$ cat config.mk
export PLATFORM = sky130hd
export DESIGN_NAME = pi_sample_accumulator
export DESIGN_NICKNAME = d
export VERILOG_FILES = /design/src/rtl/pi_sample_accumulator.sv
export SDC_FILE = /design/constraint.sdc
export NUM_CORES = 1
export LEC_CHECK = 0
export ABC_AREA = 1
export CORE_ASPECT_RATIO = 1.5
export CORE_MARGIN = 5
export CORE_UTILIZATION = 50
export CTS_BUF_LIST = sky130_fd_sc_hd__clkbuf_4
export DETAILED_ROUTE_END_ITERATION = 6
export DONT_BUFFER_PORTS = 1
export PLACE_DENSITY = 0.68
export SYNTH_ARGS = -nofsm -noshare
export SYNTH_HDL_FRONTEND = slang
export SYNTH_SLANG_ARGS = --single-unit
$ cat constraint.sdc
create_clock -name clk -period 1.65 [get_ports clk]
set_input_delay 0.2475 -clock clk [delete_from_list [all_inputs] [get_ports clk]]
set_output_delay 0.2475 -clock clk [all_outputs]
set_load 0.005 [all_outputs]
$ cat src/rtl/pi_sample_accumulator.sv
// Monte Carlo pi accumulator: counts accepted samples and inside hits
// over a run of 2^LOG2_SAMPLES samples, then latches the pi estimate.
module pi_sample_accumulator #(
    parameter int LOG2_SAMPLES = 20,
    parameter int SQUARE_SIDE  = 480
) (
    input  logic                  clk,
    input  logic                  reset,
    input  logic                  start,
    input  logic                  sample_valid,
    input  logic [9:0]            x_coord,
    input  logic [9:0]            y_coord,
    input  logic                  is_inside,
    output logic                  busy,
    output logic                  done,
    output logic                  result_valid,
    output logic [LOG2_SAMPLES:0] total_count,
    output logic [LOG2_SAMPLES:0] inside_count,
    output logic [LOG2_SAMPLES:0] pi_estimate
);

    localparam int W = LOG2_SAMPLES + 1;

    // Run length as a counter value; the counter is one bit wider so it fits
    localparam logic [W-1:0] FULL = {1'b1, {LOG2_SAMPLES{1'b0}}};

    // Widened bound so a side of 1024 still compares correctly
    localparam logic [10:0] SIDE = 11'(SQUARE_SIDE);

    typedef enum logic [1:0] {
        IDLE,
        RUN,
        DONE
    } state_t;

    state_t         state_q, state_d;
    logic           busy_q, busy_d;
    logic           done_q, done_d;
    logic           rv_q, rv_d;
    logic [W-1:0]   total_q, total_d;
    logic [W-1:0]   inside_q, inside_d;
    logic [W-1:0]   pi_q, pi_d;

    logic           accept;
    logic [W-1:0]   total_inc;

    assign accept = sample_valid
                  && ({1'b0, x_coord} < SIDE)
                  && ({1'b0, y_coord} < SIDE);

    assign total_inc = total_q + W'(1);

    // Next-state and next-output logic for the run controller
    always_comb begin
        state_d  = state_q;
        busy_d   = busy_q;
        done_d   = 1'b0;
        rv_d     = rv_q;
        total_d  = total_q;
        inside_d = inside_q;
        pi_d     = pi_q;
        unique case (state_q)
            IDLE: begin
                if (start) begin
                    state_d  = RUN;
                    busy_d   = 1'b1;
                    rv_d     = 1'b0;
                    total_d  = '0;
                    inside_d = '0;
                end
            end
            RUN: begin
                if (start) begin
                    total_d  = '0;
                    inside_d = '0;
                end else if (accept) begin
                    total_d = total_inc;
                    if (is_inside) begin
                        inside_d = inside_q + W'(1);
                    end
                    if (total_inc == FULL) begin
                        state_d = DONE;
                        busy_d  = 1'b0;
                        done_d  = 1'b1;
                    end
                end
            end
            DONE: begin
                pi_d    = inside_q;
                rv_d    = 1'b1;
                state_d = IDLE;
            end
            default: begin
                state_d = IDLE;
                busy_d  = 1'b0;
            end
        endcase
    end

    // State and registered outputs with synchronous reset
    always_ff @(posedge clk) begin
        if (reset) begin
            state_q  <= IDLE;
            busy_q   <= 1'b0;
            done_q   <= 1'b0;
            rv_q     <= 1'b0;
            total_q  <= '0;
            inside_q <= '0;
            pi_q     <= '0;
        end else begin
            state_q  <= state_d;
            busy_q   <= busy_d;
            done_q   <= done_d;
            rv_q     <= rv_d;
            total_q  <= total_d;
            inside_q <= inside_d;
            pi_q     <= pi_d;
        end
    end

    assign busy         = busy_q;
    assign done         = done_q;
    assign result_valid = rv_q;
    assign total_count  = total_q;
    assign inside_count = inside_q;
    assign pi_estimate  = pi_q;

endmodule

-- Yosys cells after proc, flatten, opt, wreduce, memory -nomap -nowiden
Cells that the tools add are included.
Widths: inputs -> output; s select.
- bits in read-only memories: 0
- register bits after elaboration: 68
- input bits: 25
- memory bits (writable): 0
- bits in latches: 0
- memories kept: 0
- $lt $le $gt $ge: 2
- add/subtract/negate cells: 2
- div/mod/pow operators: 0
- multiply operators: 0
- shift-type cells: 0
- muxes and demuxes: 21
- bitwise logic cells: 3
- eq/ne operators: 9
- reduce and logical (&&, ||, !) cells: 11
- operators with widths (operator ; number):
    $mux 21 ; 6
    $pmux 21 s2 ; 2
    $add 21x1->21 const B ; 2
    $eq 21x21->1 const B ; 1
    $lt 10x9->1 const B ; 2
    $mux 2 ; 4
    $ne 2x2->1 const B ; 4
    $reduce_and 4->1 ; 2
    $mux 1 ; 6
    $ne 3x3->1 const B ; 2
    $reduce_and 5->1 ; 1
    $pmux 2 s2 ; 1
    $reduce_bool 2->1 ; 2
    $reduce_or 4->1 ; 1
    $not 1->1 ; 3
    $pmux 1 s3 ; 1
    $reduce_and 3->1 ; 1
    $eq 2x1->1 const B ; 1
    $eq 2x2->1 const B ; 1
    $logic_and 1x1->1 ; 2
    $logic_not 2->1 ; 1
    $pmux 1 s2 ; 1
    $reduce_and 2->1 ; 1

-- Depth between registers and ports, before layout
Gate-level depths: netlist (run 1).
- depth after elaboration: 6
- mapped depth: 15
- mapped depth without buffers: 15

-- Least setup slack after synthesis (run 1)
No wires, ideal clock.
- path kind: register -> register
- from: register total_q[1] (netlist: total_count[1])
- to: register busy_q (netlist: busy)
- stages on the path, launching flop included: 15
- arrival time: 1.636 ns
- setup slack: -0.095 ns
- data required time: 1.541 ns
- cell sequence: dfxtp_1 > ha_1 > nand2_1 > nor2_2 > nand2_2 > nor2_2 > nand3b_1 > nand2_1 > nand2_1 > nor2_2 > nand4_1 > nand2_1 > nand3_1 > nand2_1 > inv_1
- cells in the longest elaborated chain, start to end: 4
- RTL lines (element ; RTL line ; text):
    start: declaration ; 40 ; logic [W-1:0] total_q, total_d;
    start signal: assignment ; 115 ; total_q <= total_d;
    $add 21x1->21 ; 51 ; assign total_inc = total_q + W'(1);
    $eq 21x21->1 ; 81 ; if (total_inc == FULL) begin
    $ne 2x2->1 (no line) ; - ;
    $reduce_and 5->1 (no line) ; - ;
    end signal: assignment ; 112 ; busy_q <= busy_d;
    end: declaration ; 37 ; logic busy_q, busy_d;
No other way between the ends.
A chain may end at the register's enable or synchronous reset.

-- Worst setup path in the final report (run 1)
Ends and elaborated chain as after synthesis.

==> results of run 1 <==
Yosys cell counts:
library cell / instances
nor2_2: 10
nor3_1: 12
a211oi_1: 4
ha_1: 3
nor3_2: 1
dfxtp_1: 68
a221oi_1: 1
o21a_1: 1
o21ai_0: 33
inv_1: 48
buf_2: 4
nand3_2: 1
nor2_1: 82
nand2_1: 107
o22ai_1: 1
a21oi_1: 40
nand3b_1: 5
nand4_1: 9
nor4_1: 2
nand2_2: 4
xor2_1: 3
nand3_1: 27
inv_2: 2
clkbuf_1: 10
o21ai_1: 2
xnor2_1: 5
a31oi_1: 3
nor3b_2: 1
o211a_1: 2
o21bai_1: 1
stage by stage:
stage               instance area [um2]  setup slack [ps]
finish                             4440              -175
global route                       4440              -301
CTS                                4320              -154
detailed placement                 3930              -264
global placement                   3930              -228
floorplan                          3340              1.85
state kept, by name, indices dropped and copies added, names as in the netlist:
name	cells
inside_count	21
busy	1
result_valid	1
done	1
state_q	2
pi_estimate	21
total_count	21
cells by family (layout without fill, tap and decap cells):
kind of cell / count (synthesis) / count (layout) / synth area share [%]
and+or+nand+nor: 261 / 261 / 34.1
buffers and inverters: 64 / 156 / 7.39
DFF: 68 / 68 / 41.0
AOI/OAI and AO/OA: 88 / 88 / 14.3
xor gates and xnor gates: 8 / 8 / 2.11
adders and majority gates: 3 / 3 / 1.13
path summary, 6_finish.rpt:
kind              slack (ps)  cells past startpoint                        start                          end
hold reg to reg          500                      2  total_count[5]$_SDFFE_PP0P_  total_count[5]$_SDFFE_PP0P_
setup reg to reg        -180                     14  total_count[1]$_SDFFE_PP0P_            busy$_SDFFE_PP0P_
setup / recovery        -180                     14  total_count[1]$_SDFFE_PP0P_            busy$_SDFFE_PP0P_
hold / removal          -110                      1                        reset      state_q[0]$_SDFFE_PP0P_
report_power, final:
| group | internal [mW] | total [mW] | switching (mW) |
|---|---|---|---|
| logic | 0.0719 | 0.173 | 0.101 |
| clock network | 0.464 | 1.06 | 0.596 |
| registers | 1.65 | 1.67 | 0.0196 |
what timing repair did:
item                                    4_1_cts  5_1_grt
gates resized for setup                      51       28
endpoints found under the setup margin       16       18
gates cloned                                  0        0
pin swaps                                    21       18
setup buffers                                13        3
hold endpoints to repair                     23       23
area by class of cell:
type                       instances  area, um2  area share [%]
timing repair buffer              90        689            15.5
multi-input combinational        360       1940            43.8
sequential                        68       1390            31.4
clock buffer                      10       75.1            1.69
inverter                          50        188            4.23
clock inverter                     6       55.1            1.24
tap                               76       95.1            2.14
per-layer routing:
| metal | GRT usage [%] | vias to the layer above |
|---|---|---|
| met3 | 9.10 | 33 |
| met5 | 0 | - |
| met1 | 25.2 | 1676 |
| li1 | - | 1778 |
| met4 | 11.8 | 4 |
| met2 | 45.8 | 131 |
==> out/metrics.yaml, run 1 <==
clockRootBuffer: "clkbuf_4"
max-vdd-ir-drop_uv: 508
synth_top_area_share_pct: 41.0
period_needed_ps: 1830
final-instance-count-excl-fill: 660
cellLeakagePower_nw: 1.89
clockBufferDepth: 2
htree_levels: 3
yosysWarningCount: 0
setup-violations-final: 9
cts_hold_buffers: 1
die_y_um: 110
hpwlAfterDp_um: 7420
vias_per_cell: 5.49
path_buf_inv: 1
ys_ff_latch: 68
first_iter_violations: 250
netlist-cell-type-count: 30
finish.utilization_pct: 68.4
cpPeakStageDelay_ps: 390
per_instance_average_area_after_synthesis_um2: 6.75
cap_violations: 0
worstSkewPairLatency_ps: 420
worstSetupStartpointType: "register"
synth.top_cells.by_area: "dfxtp_1 (41%), nand2_1 (12%), nor2_1 (9.3%), a21oi_1 (6.0%), inv_1 (5.4%)"
status: "finished, violations left"
drcViolationCount: 0
first_global_vias: 3659
violated_checks: "hold timing, setup timing"
floorplan.die.width_um: 76.5
timing_hold_violations_final: 23
fillers: 568
vias: 3622
routabilityCongestion: 0.897
overflow_left_after_global_routing: 0
critPathCaptureType: "register"
clock_pin_transition_on_the_worst_setup_and_hold_timing_paths_ps: 110
fin_nets: 607
count_of_nets_left_with_antenna_violations_after_detail_routing: 0
layout-drive-gt1-share_pct: 30.1
power_density_mw_per_mm2: 654
cts_num_sinks: 68
place_inst: 627
final_common_cell: "nand2_1"
tritoncts: "done"
floorplan.initialDensity_pct: 51.2
wire_per_inst_um: 15.6
timing_max_transition_violations_final: 0
crit_required_ps: 1970
portBuffers: 0
grt_start_max_net_pins: 26
fin_ws_ps: -175
postSynthNetCount: 520
setup.worst_path.class: "register to register"
finalClockSkew_ps: 10.9
placementRows: 36
proportion_of_synthesized_chip_area_in_sequential_cells_pct: 41.0
mostFrequentLayoutCells: "nand2_1 (95), buf_4 (86), nor2_1 (71)"
wl_met2_um: 5410
cp_arrival_ps: 2150
finalSetupTns_ps: -769
netlist.top_cell.by_area: "dfxtp_1"
first_pass_grt_wire_length_um: 16900
die_area_mm2: 0.00840
hold_path_class: "input port to register"
grt_util_all_layers_pct: 25.1
area_delta_synth_final_pct: 33.7
met3_wirelength_um: 816
final.hold.worst_slack_ps: -113
antenna_found_initial: 2
cts_made_buffers: 9
maxClockFrequency_ghz: 0.548
core_area_mm2: 0.00649
top_level_ports: 91
worstMarginPinSlew_ps: 507
diodes: 0
met1Wirelength_um: 3710
slew_headroom_pct: 66.1
worst-path-max-fanout: 5
synthesis.instances: 492
min_period_over_period_pct: 111
critical_path.cell_chain: "ha_4, nand3_2, nor2_4, nand3_1, nand2_1, nand2_1, nor2_1, nand2_1, nor2_2, nand4_1, nand2_1, nand3_1, nand2_1, inv_1"
syn_area_mm2: 0.00332
post-layout-total-power_mw: 2.90
rsz0062_at_grt: "yes"
wirelength_um: 10300
highest_metal_layer_with_signal_wires: "met5"
drtPass1Iterations: 5
timing.critical_path.max_delay_family: "simple AND/OR/NAND/NOR gates"
critical-path-top-cell-by-count: "nand2_1"
cp_slowest_cell: "dfxtp_4"
(Power assumes the default switching activity.)
==> run 2, diff against run 1 <==
- CORE_UTILIZATION: 50 -> 55
- PLACE_DENSITY: 0.68 -> 0.73
- SKIP_LAST_GASP: not set -> 1
==> run 2 against run 1 <==
  * The run still ends with hold timing, setup timing left
  * Sequential share of layout area decreased by 1.8 points
  * Critical path depth unchanged
  * Setup slack got worse by 97 ps
  * Via count increased by 3.9%
  * Core utilization increased by 12 points
  * Routed wire length increased by 4.5%
  * Cell area increased by 5.4%
  * Clock power increased by 34%
==> out/metrics.yaml, run 2 (same netlist as run 1, synthesis figures left out) <==
min_period_over_period_pct: 116  # was 111%
critical-path-top-cell-by-count: "nand2_1"  # unchanged
vias: 3764  # was 3622
htree_levels: 3  # unchanged
max-vdd-ir-drop_uv: 649  # was 508 uV
crit_required_ps: 2000  # was 1970 ps
cts_hold_buffers: 1  # unchanged
timing_max_transition_violations_final: 0  # unchanged
maxClockFrequency_ghz: 0.520  # was 0.548 GHz
final_common_cell: "nand2_1"  # unchanged
path_buf_inv: 2  # was 1
drtPass1Iterations: 5  # unchanged
cap_violations: 0  # unchanged
clock_pin_transition_on_the_worst_setup_and_hold_timing_paths_ps: 120  # was 110 ps
timing_hold_violations_final: 23  # unchanged
top_level_ports: 91  # unchanged
fillers: 365  # was 568
cp_slowest_cell: "dfxtp_4"  # unchanged
antenna_found_initial: 0  # was 2
clockBufferDepth: 2  # unchanged
fin_ws_ps: -272  # was -175 ps
period_needed_ps: 1920  # was 1830 ps
layout-drive-gt1-share_pct: 33.7  # was 30.1%
first_pass_grt_wire_length_um: 16000  # was 16900 um
fin_nets: 617  # was 607
cellLeakagePower_nw: 1.97  # was 1.89 nW
final.hold.worst_slack_ps: -132  # was -113 ps
slew_headroom_pct: 68.0  # was 66.1%
rsz0062_at_grt: "yes"  # unchanged
combPwrFrac_pct: 6.1  # was 5.9%
total_switching_power_uw: 762  # was 716 uW
first_iter_violations: 312  # was 250
routabilityCongestion: 0.911  # was 0.897
wirelength_um: 10800  # was 10300 um
hpwlAfterDp_um: 7050  # was 7420 um
cell_internal_pwr_mw: 2.53  # was 2.19 mW
worstMarginPinSlew_ps: 480  # was 507 ps
grt_util_all_layers_pct: 26.3  # was 25.1%
mostFrequentLayoutCells: "nand2_1 (96), buf_4 (92), nor2_1 (64)"  # was nand2_1 (95), buf_4 (86), nor2_1 (71)
critical_path_depth: 14  # unchanged
portBuffers: 0  # unchanged
grt_start_max_net_pins: 27  # was 26
hold-path-cell-count: 1  # unchanged
first_global_vias: 3538  # was 3659
setup.worst_path.class: "register to register"  # unchanged
power_frac_seq_pct: 50.8  # was 57.5%
worst-r2r-cell-count: 14  # unchanged
area_delta_synth_final_pct: 41.0  # was 33.7%
cts_made_buffers: 9  # unchanged
critPathCaptureType: "register"  # unchanged
vias_per_cell: 5.64  # was 5.49
worst-path-max-fanout: 4  # was 5
tritoncts: "done"  # unchanged
die_y_um: 105  # was 110 um
drcViolationCount: 0  # unchanged
critical_path.cell_chain: "ha_4, buf_4, xnor2_4, nand2_1, nor2_1, nand2_1, nor2_1, nand2_1, nor2_2, nand4_1, nand2_2, nand3_1, nand2_1, inv_1"  # was ha_4, nand3_2, nor2_4, nand3_1, nand2_1, nand2_1, nor2_1, nand2_1, nor2_2, nand4_1, nand2_1, nand3_1, nand2_1, inv_1
cts_num_sinks: 68  # unchanged
worstSkewPairLatency_ps: 430  # was 420 ps
power_density_mw_per_mm2: 703  # was 654 mW/mm2
wire_per_inst_um: 16.2  # was 15.6 um
p_clk_share_pct: 43.1  # was 36.5%
finalClockSkew_ps: 21.5  # was 10.9 ps
core_area_mm2: 0.00583  # was 0.00649 mm2
die_area_mm2: 0.00772  # was 0.00840 mm2
count_of_nets_left_with_antenna_violations_after_detail_routing: 0  # unchanged
floorplan.initialDensity_pct: 57.0  # was 51.2%
worstSetupStartpointType: "register"  # unchanged
cp_arrival_ps: 2270  # was 2150 ps
clockRootBuffer: "clkbuf_4"  # unchanged
cpPeakStageDelay_ps: 380  # was 390 ps
setup-violations-final: 14  # was 9
status: "finished, violations left"  # unchanged
timing.critical_path.max_delay_family: "simple AND/OR/NAND/NOR gates"  # unchanged
switching_share_pct: 23.2  # was 24.7%
placementRows: 34  # was 36
overflow_left_after_global_routing: 0  # unchanged
finish.utilization_pct: 80.3  # was 68.4%
hold_path_class: "input port to register"  # unchanged
floorplan.die.width_um: 73.4  # was 76.5 um
violated_checks: "hold timing, setup timing"  # unchanged
## run 2: cell types whose count changed in the layout (fill, tap and decap cells not counted), sizes merged
cell | before | now
buf | 89 | 99
clkinv | 4 | 3
clkinvlp | 1 | 0
diode | 0 | 1
bufinv | 1 | 3
## run 2: per-layer routing
metal / global-route usage [%] / wire length (um) / vias to the layer above
met2: 45.6 / 5720 / 175
met5: 0 / 0 / -
met4: 14.4 / 419 / 0
li1: - / - / 1798
met3: 7.59 / 821 / 44
met1: 27.7 / 3820 / 1747
## run 2: worst paths after layout
check	startpoint	endpoint	slack, ps
max	total_count[0]$_SDFFE_PP0P_	busy$_SDFFE_PP0P_	-270
min	reset	total_count[12]$_SDFFE_PP0P_	-130
max reg2reg	total_count[0]$_SDFFE_PP0P_	busy$_SDFFE_PP0P_	-270
min reg2reg	total_count[20]$_SDFFE_PP0P_	total_count[20]$_SDFFE_PP0P_	520
## run 2: power by group through the flow
| stage | Clock (mW) | Sequential (mW) | Combinational, mW |
|---|---|---|---|
| floorplan | 0 | 1.71 | 0.0925 |
| CTS | 1.42 | 1.67 | 0.168 |
| detailed placement | 0 | 1.71 | 0.156 |
| global route | 1.51 | 1.67 | 0.217 |
| finish | 1.42 | 1.67 | 0.200 |
| global placement | 0 | 1.70 | 0.152 |
## run 2: per-stage QoR
step | setup WS (ps) | instance area (um2) | cells | TNS, ps | power [mW]
floorplan | 1.85 | 3340 | 492 | 0 | 1.80
global placement | -212 | 3980 | 630 | -822 | 1.86
detailed placement | -229 | 3980 | 630 | -1060 | 1.86
CTS | -159 | 4290 | 652 | -576 | 3.26
global route | -417 | 4680 | 666 | -3910 | 3.40
finish | -272 | 4680 | 667 | -1720 | 3.29
## run 2: cell type report
cell class              instances  area [um2]  share of cell area [%]
diodes                          1        2.50                  0.0535
clock buffers                  10        75.1                    1.60
clock inverters                 6         113                    2.41
inverters                      50         188                    4.01
multi-input cells             360        2040                    43.5
flip-flops and latches         68        1390                    29.6
well taps                      72        90.1                    1.93
repair buffers                100         788                    16.8
## run 2: timing repair
| item | 4_1_cts | 5_1_grt |
|---|---|---|
| setup endpoints to repair | 13 | 24 |
| resized for setup | 24 | 74 |
| setup buffers | 5 | 15 |
| pin swaps | 13 | 35 |
| endpoints found under the hold margin | 23 | 23 |
